<file path="src/rtl/mem_access.sv">
// mem_access: memory pipeline stage that registers execute results and runs
// load/store transactions on a req/ack bus, producing register write-back.
module mem_access #(
    parameter int BUS_TIMEOUT = 255
) (
    input  logic        clk,
    input  logic        rst,
    input  logic        mem_valid_in,
    input  logic [31:0] mem_instr_in,
    input  logic [31:0] mem_addr_in,
    input  logic [31:0] mem_store_data_in,
    input  logic [4:0]  mem_write_addr_in,
    input  logic [31:0] mem_write_data_in,
    input  logic        mem_wen_in,
    output logic        mem_bus_req_out,
    output logic        mem_bus_we_out,
    output logic [31:0] mem_bus_addr_out,
    output logic [31:0] mem_bus_wdata_out,
    output logic [3:0]  mem_bus_wstrb_out,
    input  logic [31:0] mem_bus_rdata_in,
    input  logic        mem_bus_ack_in,
    output logic [4:0]  mem_write_addr_out,
    output logic [31:0] mem_write_data_out,
    output logic        mem_wen_out,
    output logic        mem_stall_out,
    output logic        mem_misalign_out,
    output logic        mem_bus_err_out
);
    typedef enum logic {IDLE, BUS} state_t;

    state_t      state_q, state_d;
    logic [31:0] cnt_q, cnt_d, addr_q, addr_d, wdata_q, wdata_d, wd_q, wd_d;
    logic [3:0]  wstrb_q, wstrb_d;
    logic [2:0]  f3_q, f3_d;
    logic [1:0]  lane_q, lane_d;
    logic [4:0]  rd_q, rd_d, wa_q, wa_d;
    logic        we_q, we_d, wen_q, wen_d, mis_q, mis_d, err_q, err_d;

    logic [6:0]  op;
    logic [2:0]  f3;
    logic [1:0]  sz;
    logic        is_ld, is_st, f3_ok, aligned, tmo;
    logic [31:0] st_data, sh, ld_data;
    logic [3:0]  strb;
    logic        unused_instr;

    assign op           = mem_instr_in[6:0];
    assign f3           = mem_instr_in[14:12];
    assign sz           = f3[1:0];
    assign unused_instr = ^{mem_instr_in[31:15], mem_instr_in[11:7]};
    assign is_ld        = op == 7'b0000011;
    assign is_st        = op == 7'b0100011;
    assign f3_ok        = is_ld ? (f3 != 3'b011 && f3 != 3'b110 && f3 != 3'b111) : (is_st && f3 <= 3'b010);
    assign aligned      = sz == 2'd2 ? mem_addr_in[1:0] == 2'b00 : sz == 2'd1 ? !mem_addr_in[0] : 1'b1;
    assign st_data      = sz == 2'd0 ? {4{mem_store_data_in[7:0]}} :
                          sz == 2'd1 ? {2{mem_store_data_in[15:0]}} : mem_store_data_in;
    assign strb         = !is_st ? 4'b0000 : sz == 2'd0 ? 4'b0001 << mem_addr_in[1:0] :
                          sz == 2'd1 ? (mem_addr_in[1] ? 4'b1100 : 4'b0011) : 4'b1111;
    // func3[2] selects zero extension for LBU/LHU
    assign sh           = mem_bus_rdata_in >> {lane_q, 3'b000};
    assign ld_data      = f3_q[1] ? sh :
                          f3_q[0] ? {{16{!f3_q[2] & sh[15]}}, sh[15:0]} :
                                    {{24{!f3_q[2] & sh[7]}}, sh[7:0]};
    assign tmo          = BUS_TIMEOUT != 0 && cnt_q == 32'(BUS_TIMEOUT - 1);

    always_comb begin
        state_d = state_q;
        cnt_d   = cnt_q;
        addr_d  = addr_q;
        wdata_d = wdata_q;
        wstrb_d = wstrb_q;
        we_d    = we_q;
        f3_d    = f3_q;
        lane_d  = lane_q;
        rd_d    = rd_q;
        wa_d    = wa_q;
        wd_d    = wd_q;
        wen_d   = 1'b0;
        mis_d   = 1'b0;
        err_d   = 1'b0;
        if (state_q == IDLE) begin
            cnt_d = '0;
            if (mem_valid_in) begin
                if (!(is_ld || is_st)) begin
                    wa_d  = mem_write_addr_in;
                    wd_d  = mem_write_data_in;
                    wen_d = mem_wen_in && mem_write_addr_in != 5'd0;
                end else if (f3_ok && !aligned) begin
                    mis_d = 1'b1;
                end else if (f3_ok) begin
                    state_d = BUS;
                    addr_d  = {mem_addr_in[31:2], 2'b00};
                    we_d    = is_st;
                    wdata_d = is_st ? st_data : 32'd0;
                    wstrb_d = strb;
                    f3_d    = f3;
                    lane_d  = mem_addr_in[1:0];
                    rd_d    = mem_write_addr_in;
                end
            end
        end else if (mem_bus_ack_in) begin
            state_d = IDLE;
            if (!we_q) begin
                wa_d  = rd_q;
                wd_d  = ld_data;
                wen_d = rd_q != 5'd0;
            end
        end else if (tmo) begin
            state_d = IDLE;
            err_d   = 1'b1;
        end else begin
            cnt_d = cnt_q + 32'd1;
        end
    end

    always_ff @(posedge clk or posedge rst) begin
        if (rst) begin
            state_q <= IDLE;
            cnt_q   <= '0;
            addr_q  <= '0;
            wdata_q <= '0;
            wstrb_q <= '0;
            we_q    <= 1'b0;
            f3_q    <= '0;
            lane_q  <= '0;
            rd_q    <= '0;
            wa_q    <= '0;
            wd_q    <= '0;
            wen_q   <= 1'b0;
            mis_q   <= 1'b0;
            err_q   <= 1'b0;
        end else begin
            state_q <= state_d;
            cnt_q   <= cnt_d;
            addr_q  <= addr_d;
            wdata_q <= wdata_d;
            wstrb_q <= wstrb_d;
            we_q    <= we_d;
            f3_q    <= f3_d;
            lane_q  <= lane_d;
            rd_q    <= rd_d;
            wa_q    <= wa_d;
            wd_q    <= wd_d;
            wen_q   <= wen_d;
            mis_q   <= mis_d;
            err_q   <= err_d;
        end
    end

    assign mem_bus_req_out    = state_q == BUS;
    assign mem_stall_out      = state_q == BUS;
    assign mem_bus_we_out     = we_q;
    assign mem_bus_addr_out   = addr_q;
    assign mem_bus_wdata_out  = wdata_q;
    assign mem_bus_wstrb_out  = wstrb_q;
    assign mem_write_addr_out = wa_q;
    assign mem_write_data_out = wd_q;
    assign mem_wen_out        = wen_q;
    assign mem_misalign_out   = mis_q;
    assign mem_bus_err_out    = err_q;
endmodule

</file>
<file path="config.mk">
export PLATFORM = sky130hd
export DESIGN_NAME = mem_access
export DESIGN_NICKNAME = d
export VERILOG_FILES = /design/src/rtl/mem_access.sv
export SDC_FILE = /design/constraint.sdc
export NUM_CORES = 1
export LEC_CHECK = 0
export BUFFER_PORTS_ARGS = -buffer_cell sky130_fd_sc_hd__buf_4
export CAP_MARGIN = 20
export CORE_MARGIN = 8
export CORE_UTILIZATION = 35
export DETAILED_ROUTE_END_ITERATION = 8
export GPL_TIMING_DRIVEN = 0
export HOLD_SLACK_MARGIN = 0.15
export PLACE_DENSITY = 0.7
export SYNTH_ARGS = -nofsm -noshare
export SYNTH_HDL_FRONTEND = slang
export SYNTH_SLANG_ARGS = --single-unit
</file>
<file path="constraint.sdc">
create_clock -name clk -period 4.05 [get_ports clk]
set_clock_uncertainty 0.05 [all_clocks]
set_input_delay 0.2025 -clock clk [delete_from_list [all_inputs] [get_ports clk]]
set_output_delay 0.2025 -clock clk [all_outputs]
set_load 0.01 [all_outputs]
</file>
======== After elaboration in Yosys (flattened, before gate mapping) ========
Index checks and enable logic that the tools add are counted.
word-level totals
  flip-flop bits (word level) ............. 150
  input bits .............................. 170
  output and inout bits ................... 111
  word-level logic and storage cells ...... 96
operators by class
  $add $sub $neg .......................... 1
  $lt $le $gt $ge ......................... 1
  eq/ne operators ......................... 13
  shift operators ......................... 2
  muxes and demuxes ....................... 44
  bitwise operators ....................... 4
  reductions and logical operators ........ 17
operators with widths
  operator                                              count
  two-way mux 32 bit                                    13
  adder 32 x 1 -> 32 bit (second input constant)        1
  == test 32 x 8 -> 1 bit (second input constant)       1
  right shift 32 x 5 -> 32 bit                          1
  two-way mux 5 bit                                     5
  two-way mux 1 bit                                     22
  two-way mux 4 bit                                     4
  != test 2 bit (second input constant)                 5
  nonzero test 5 bit                                    2
  == test 7 x 2 -> 1 bit (second input constant)        1
  == test 7 x 6 -> 1 bit (second input constant)        1
  != test 3 bit (second input constant)                 2
  logical AND 1 bit                                     5
  AND reduction 5 bit                                   1
  zero test 2 bit                                       2
  AND reduction 4 bit                                   1
  << shifter 1 x 2 -> 4 bit (first input constant)      1
  <= comparator 3 x 2 -> 1 bit (second input constant)  1
  zero test 1 bit                                       3
  != test 3 x 2 -> 1 bit (second input constant)        1
  AND 1 bit                                             2
  == test 2 x 1 -> 1 bit (second input constant)        1
  == test 2 bit (second input constant)                 1
  inverter 1 bit                                        2
  other kinds (3)                                       3

======== Logic depth before layout (Yosys ltp) ========
  depth in word-level cells ............... 9
  depth in mapped cells ................... 9
  gate-level depth less buffers ........... 7

======== Worst setup path after synthesis ========
No wires, ideal clock.
  path kind ............................... register to register
  start ................................... reg lane_q[0]
  end ..................................... reg wd_q[17] (netlist: mem_write_data_out[17])
  setup time .............................. 94 ps
  arrival ................................. 1,905 ps
  data required time ...................... 3,906 ps
  slack ................................... 2,000 ps
  cell stages (with the launch flop) ...... 9
  path buffers ............................ 4
  clock period less this slack ............ 2,050 ps
  cells stage by stage .................... dfrtp_1 clkbuf_1 mux2_2 o31a_1 buf_2 and2_4 buf_6 buf_6 a221oi_2
on the way
  longest elaborated chain between the ends .. 7
  elaborated cells between the ends (all ways) .. 8
  classes of those cells .................. shift (1); mux (5); bitwise (2)
RTL lines
  element                           line    source
  start: declaration                35      logic [1:0] lane_q, lane_d;
  start signal: assignment          140     lane_q <= lane_d;
  right shift 32 x 5 -> 32 bit (*)  60      assign sh = mem_bus_rdata_in >> {lane_q, 3'b000};
  AND 1 bit (on tied branches)      63, 62
  two-way mux 32 bit                62      f3_q[0] ? {{16{!f3_q[2] & sh[15]}}, sh[15:0]} :
  two-way mux 32 bit (*)            61      assign ld_data = f3_q[1] ? sh :
  two-way mux 32 bit (*)            103     if (!we_q) begin
  two-way mux 32 bit (*)            101     end else if (mem_bus_ack_in) begin
  two-way mux 32 bit (*)            81      if (state_q == IDLE) begin
  end signal: assignment            143     wd_q <= wd_d;
  end: declaration                  32      logic [31:0] cnt_q, cnt_d, addr_q, addr_d, wdata_q, wdata_d, wd_q, wd_d;
Every way passes the cells marked *; elsewhere a longest branch is shown, timed or not. The select of a mux whose other input is x is not followed.
A chain may end at the register's enable or synchronous reset.

======== Worst setup path in the final report ========
  start ................................... reg state_q (netlist: mem_bus_req_out)
  end ..................................... reg wd_q[31] (netlist: mem_write_data_out[31])
on the way
  longest elaborated chain between the ends .. 2
  elaborated cells between the ends (all ways) .. 6
  classes of those cells .................. eq/ne (3); mux (1); reduce/logical (2)
RTL lines
  element                                                        line  source
  start: declaration                                             31    state_t state_q, state_d;
  start signal: assignment                                       133   state_q <= state_d;
  != test 2 bit (no line) or nonzero test 2 bit (tied branches)  -
  AND reduction 4 bit (no line)                                  -
Several ways; a longest one is shown, not always the timed one.

==> results.yml <==
hold_path:
  min_path_type: "in2reg"
  whs_endpoint: "mem_bus_wdata_out[15]"
  hold_depth: 4
  hp-start: "mem_store_data_in[15]"
setup_path:
  r2r-end: "mem_write_data_out[31]"
  crit_required_ps: 4300
  worstPathCellList: "nand2_1 -> nor2_1 -> o22a_1 -> clkbuf_1 -> buf_1 -> a221oi_1 -> dlygate4sd3_1"
  start_kind: "register"
  setup.worst_path.end_class: "register"
  r2r-start: "mem_bus_req_out"
  ff2ff_setup_slack_ps: 980
  cp-startpoint: "mem_bus_req_out"
  reg2regPathDepth: 7
  arrival_ps: 3320
  slowest_delay_ps: 600
  critPathKind: "reg2reg"
  crit_slowest_cell: "dlygate4sd3_1"
  critPathMaxFanout: 10
placed_design:
  place_congestion: 0.858
  dp_hpwl_mm: 20.3
  dp_slack_ps: 1440
  place_area_um2: 10100
  port_buffers: 254
timing:
  finalCritPeriodShare: 0.758
  max_slew_margin: 0.340
  worstMarginPinSlew_ps: 982
  holdWs_ps: 166
  timing.final.ws_setup_ps: 981
  fin_tns_setup_ps: 0
  max_freq_mhz: 326
  drv_slew: 0
  finalHoldViolCount: 0
  rsz0062_at_grt: "no"
  period_needed_ps: 3070
  setup_viol: 0
floorplanning:
  fp.dieArea_um2: 27000
  initial_utilization: 0.355
  die_x_um: 164
  num_io_pins: 281
  design.core.area_um2: 21700
  rows: 54
  die_h_um: 164
detailed_routing:
  drc: 0
  drtIter0Drc: 503
  firstDrtPassIters: 5
  post_drt_wl_per_cell_um: 19.0
  ant_nets: 0
  drt-vias-per-instance: 5.11
  wl_mm: 27.6
  vias: 7424
yosys:
  synth_area_um2: 7710
  synth_top_area_frac: 0.487
  ys_warn_count: 0
  synthFlopType: "dfrtp_1"
  synthDistinctLibCells: 49
  async_flop_share: 1.00
  yosysTopAreaCell: "dfrtp_1"
  synth_edf_count: 0
  ys_top_cells_by_area: "dfrtp_1 49%, mux2_2 8.8%, nand2_1 6.3%, mux2i_1 5.3%, o21ai_0 4.1%"
  syn_avg_cell_area_um2: 9.89
  seq_area_frac_synth: 0.487
  synthCells: 779
  synth_seq_cells: 150
clock_network:
  clock_path_buffers: 2
  cts_root_buf: "clkbuf_16"
  cts_tree: "done"
  htreeDepth: 4
  clkSlewWorstSetupHoldPaths_ps: 70
  clock_latency_ps: 420
  cts_buffers: 17
  clkSinkCount: 150
run:
  max_cap_violations: 0
global_route:
  grt_pass1_wl_mm: 43.0
  met2_usage: 0.342
  grt_overflow: 0
  gr-usage-all-layers: 0.203
  grt_start_max_net_pins: 42
  grt.busiest_layer: "met2"
  grt_antenna_before_repair: 1
  grtUsageMet1: 0.238
  grt_pass1_vias: 7873
  met3_usage: 0.0651
outcome:
  outcome: "finished clean"
finish:
  area_growth_pct: 51.7
  postLayoutCellArea_um2: 11700
  drive_gt1_frac: 0.328
  final_core_util: 0.539
  nNetsFinal: 1331
power_and_ir_drop:
  p_leak_uw: 0.00536
  switching_share: 0.265
  combPwrFrac: 0.174
  internal_power_uw: 2940
  p_per_area_nw_per_um2: 343
  p_seq_frac: 0.407
  p_sw_uw: 1060
  clkPwrFrac: 0.419
  peakVddDrop_uv: 341
==> layout make-up <==
type	count	area, um2
clock buffer	17	425
clock inverter	15	189
multi-input combinational	566	3660
tap	280	350
inverter	6	26.3
fill	1937	10000
timing repair buffer	360	3010
sequential	150	3750
antenna	1	2.50
buffer	58	270
==> worst max-delay path: cells and delay by family, from the launching register on <==
family | cells | cell delay [ps]
and+or+nand+nor | 2 | 400
DFF | 1 | 520
AOI/OAI and AO/OA | 2 | 450
buffers and inverters | 3 | 1550
==> through the flow <==
stage,instances,power (uW)
4_1_cts,1452,4040
2_1_floorplan,780,1920
5_1_grt,1453,4160
3_5_place_dp,1318,2270
6_report,1453,4010
3_3_place_gp,1314,2250
==> power groups by stage <==
| stage | clock network [uW] | logic (uW) | registers (uW) |
|---|---|---|---|
| detailed placement | 0 | 611 | 1660 |
| floorplan | 0 | 238 | 1680 |
| global route | 1770 | 756 | 1640 |
| finish | 1680 | 697 | 1630 |
| global placement | 0 | 593 | 1650 |
| CTS | 1710 | 697 | 1630 |
==> kinds of logic (layout without fill, tap and decap cells) <==
logic type               after synthesis  count (layout)  share of synthesized area
buffers and inverters                 64             456                     0.0380
adder cells (fa/ha/maj)                2               2                    0.00325
other                                  1               3                   0.000487
XOR/XNOR                              17              17                     0.0193
AO/OA/AOI/OAI                        130             130                      0.112
flip-flops                           150             150                      0.487
multiplexers                         106             106                      0.151
AND/OR/NAND/NOR                      309             309                      0.189
==> placed cells by master, fill, tap and decap left out, types with 4 or more instances in the layout <==
cell type and n:
inv_1 5, mux2_2 60, inv_6 5, and2_1 15, xor2_1 4, nand4_1 13
buf_1 7, nand2_1 130, dfrtp_1 150, xnor2_1 13, mux2_4 5, or3_1 4
nor4_1 11, nand3_1 14, buf_2 6, a211oi_1 7, nor2b_1 14, a221oi_2 10
clkbuf_1 37, mux2i_1 41, nand2b_1 12, a21oi_1 22, buf_4 258, a21boi_0 5
o21ai_0 63, clkbuf_16 17, a221oi_1 14, or4_1 4, dlygate4sd3_1 102, buf_6 4
buf_12 4, nor2_1 73
==> state kept, by name, summed over array words and instances, names as in the netlist <==
signal / flops
mem_misalign_out: 1
mem_bus_wdata_out: 32
mem_bus_addr_out: 30
mem_bus_req_out: 1
mem_wen_out: 1
mem_write_data_out: 32
rd_q: 5
f3_q: 3
lane_q: 2
mem_bus_err_out: 1
mem_write_addr_out: 5
mem_bus_wstrb_out: 4
cnt_q: 32
mem_bus_we_out: 1
==> timing repair <==
item | in CTS | in global routing
hold buffers | 102 | 0
buffers inserted | 0 | 0
hold endpoints to repair | 120 | 0
gates resized for setup | 0 | 0
==> worst max path at each step <==
stage / cells past startpoint / slack (ps) / end
final: 7 / 980 / mem_write_data_out[31]
after detailed placement: 6 / 1440 / mem_write_data_out[15]
after global placement: 2 / 820 / mem_bus_addr_out[11]
after global routing: 7 / 790 / mem_write_data_out[31]
after CTS: 7 / 900 / mem_write_data_out[31]
after floorplan: 1 / 1910 / cnt_q[0]
==> metal layers <==
| metal | wire, um | up-vias |
|---|---|---|
| li1 | - | 3493 |
| met1 | 11100 | 3594 |
| met2 | 13500 | 289 |
| met3 | 2380 | 48 |
| met4 | 758 | 0 |
| met5 | 0 | - |
==> cells in the mapped netlist (4+ instances only) <==
cell / count
a211oi_1: 7
a21boi_0: 5
a21oi_1: 22
a221oi_1: 14
a221oi_2: 10
and2_1: 15
buf_1: 7
buf_2: 6
buf_4: 4
buf_6: 4
clkbuf_1: 37
dfrtp_1: 150
inv_1: 6
mux2_2: 60
mux2_4: 5
mux2i_1: 41
nand2_1: 130
nand2b_1: 12
nand3_1: 14
nand4_1: 13
nor2_1: 73
nor2b_1: 14
nor4_1: 11
o21ai_0: 63
or3_1: 4
or4_1: 4
xnor2_1: 13
xor2_1: 4
Note: power is estimated with default switching activity, not from simulation.
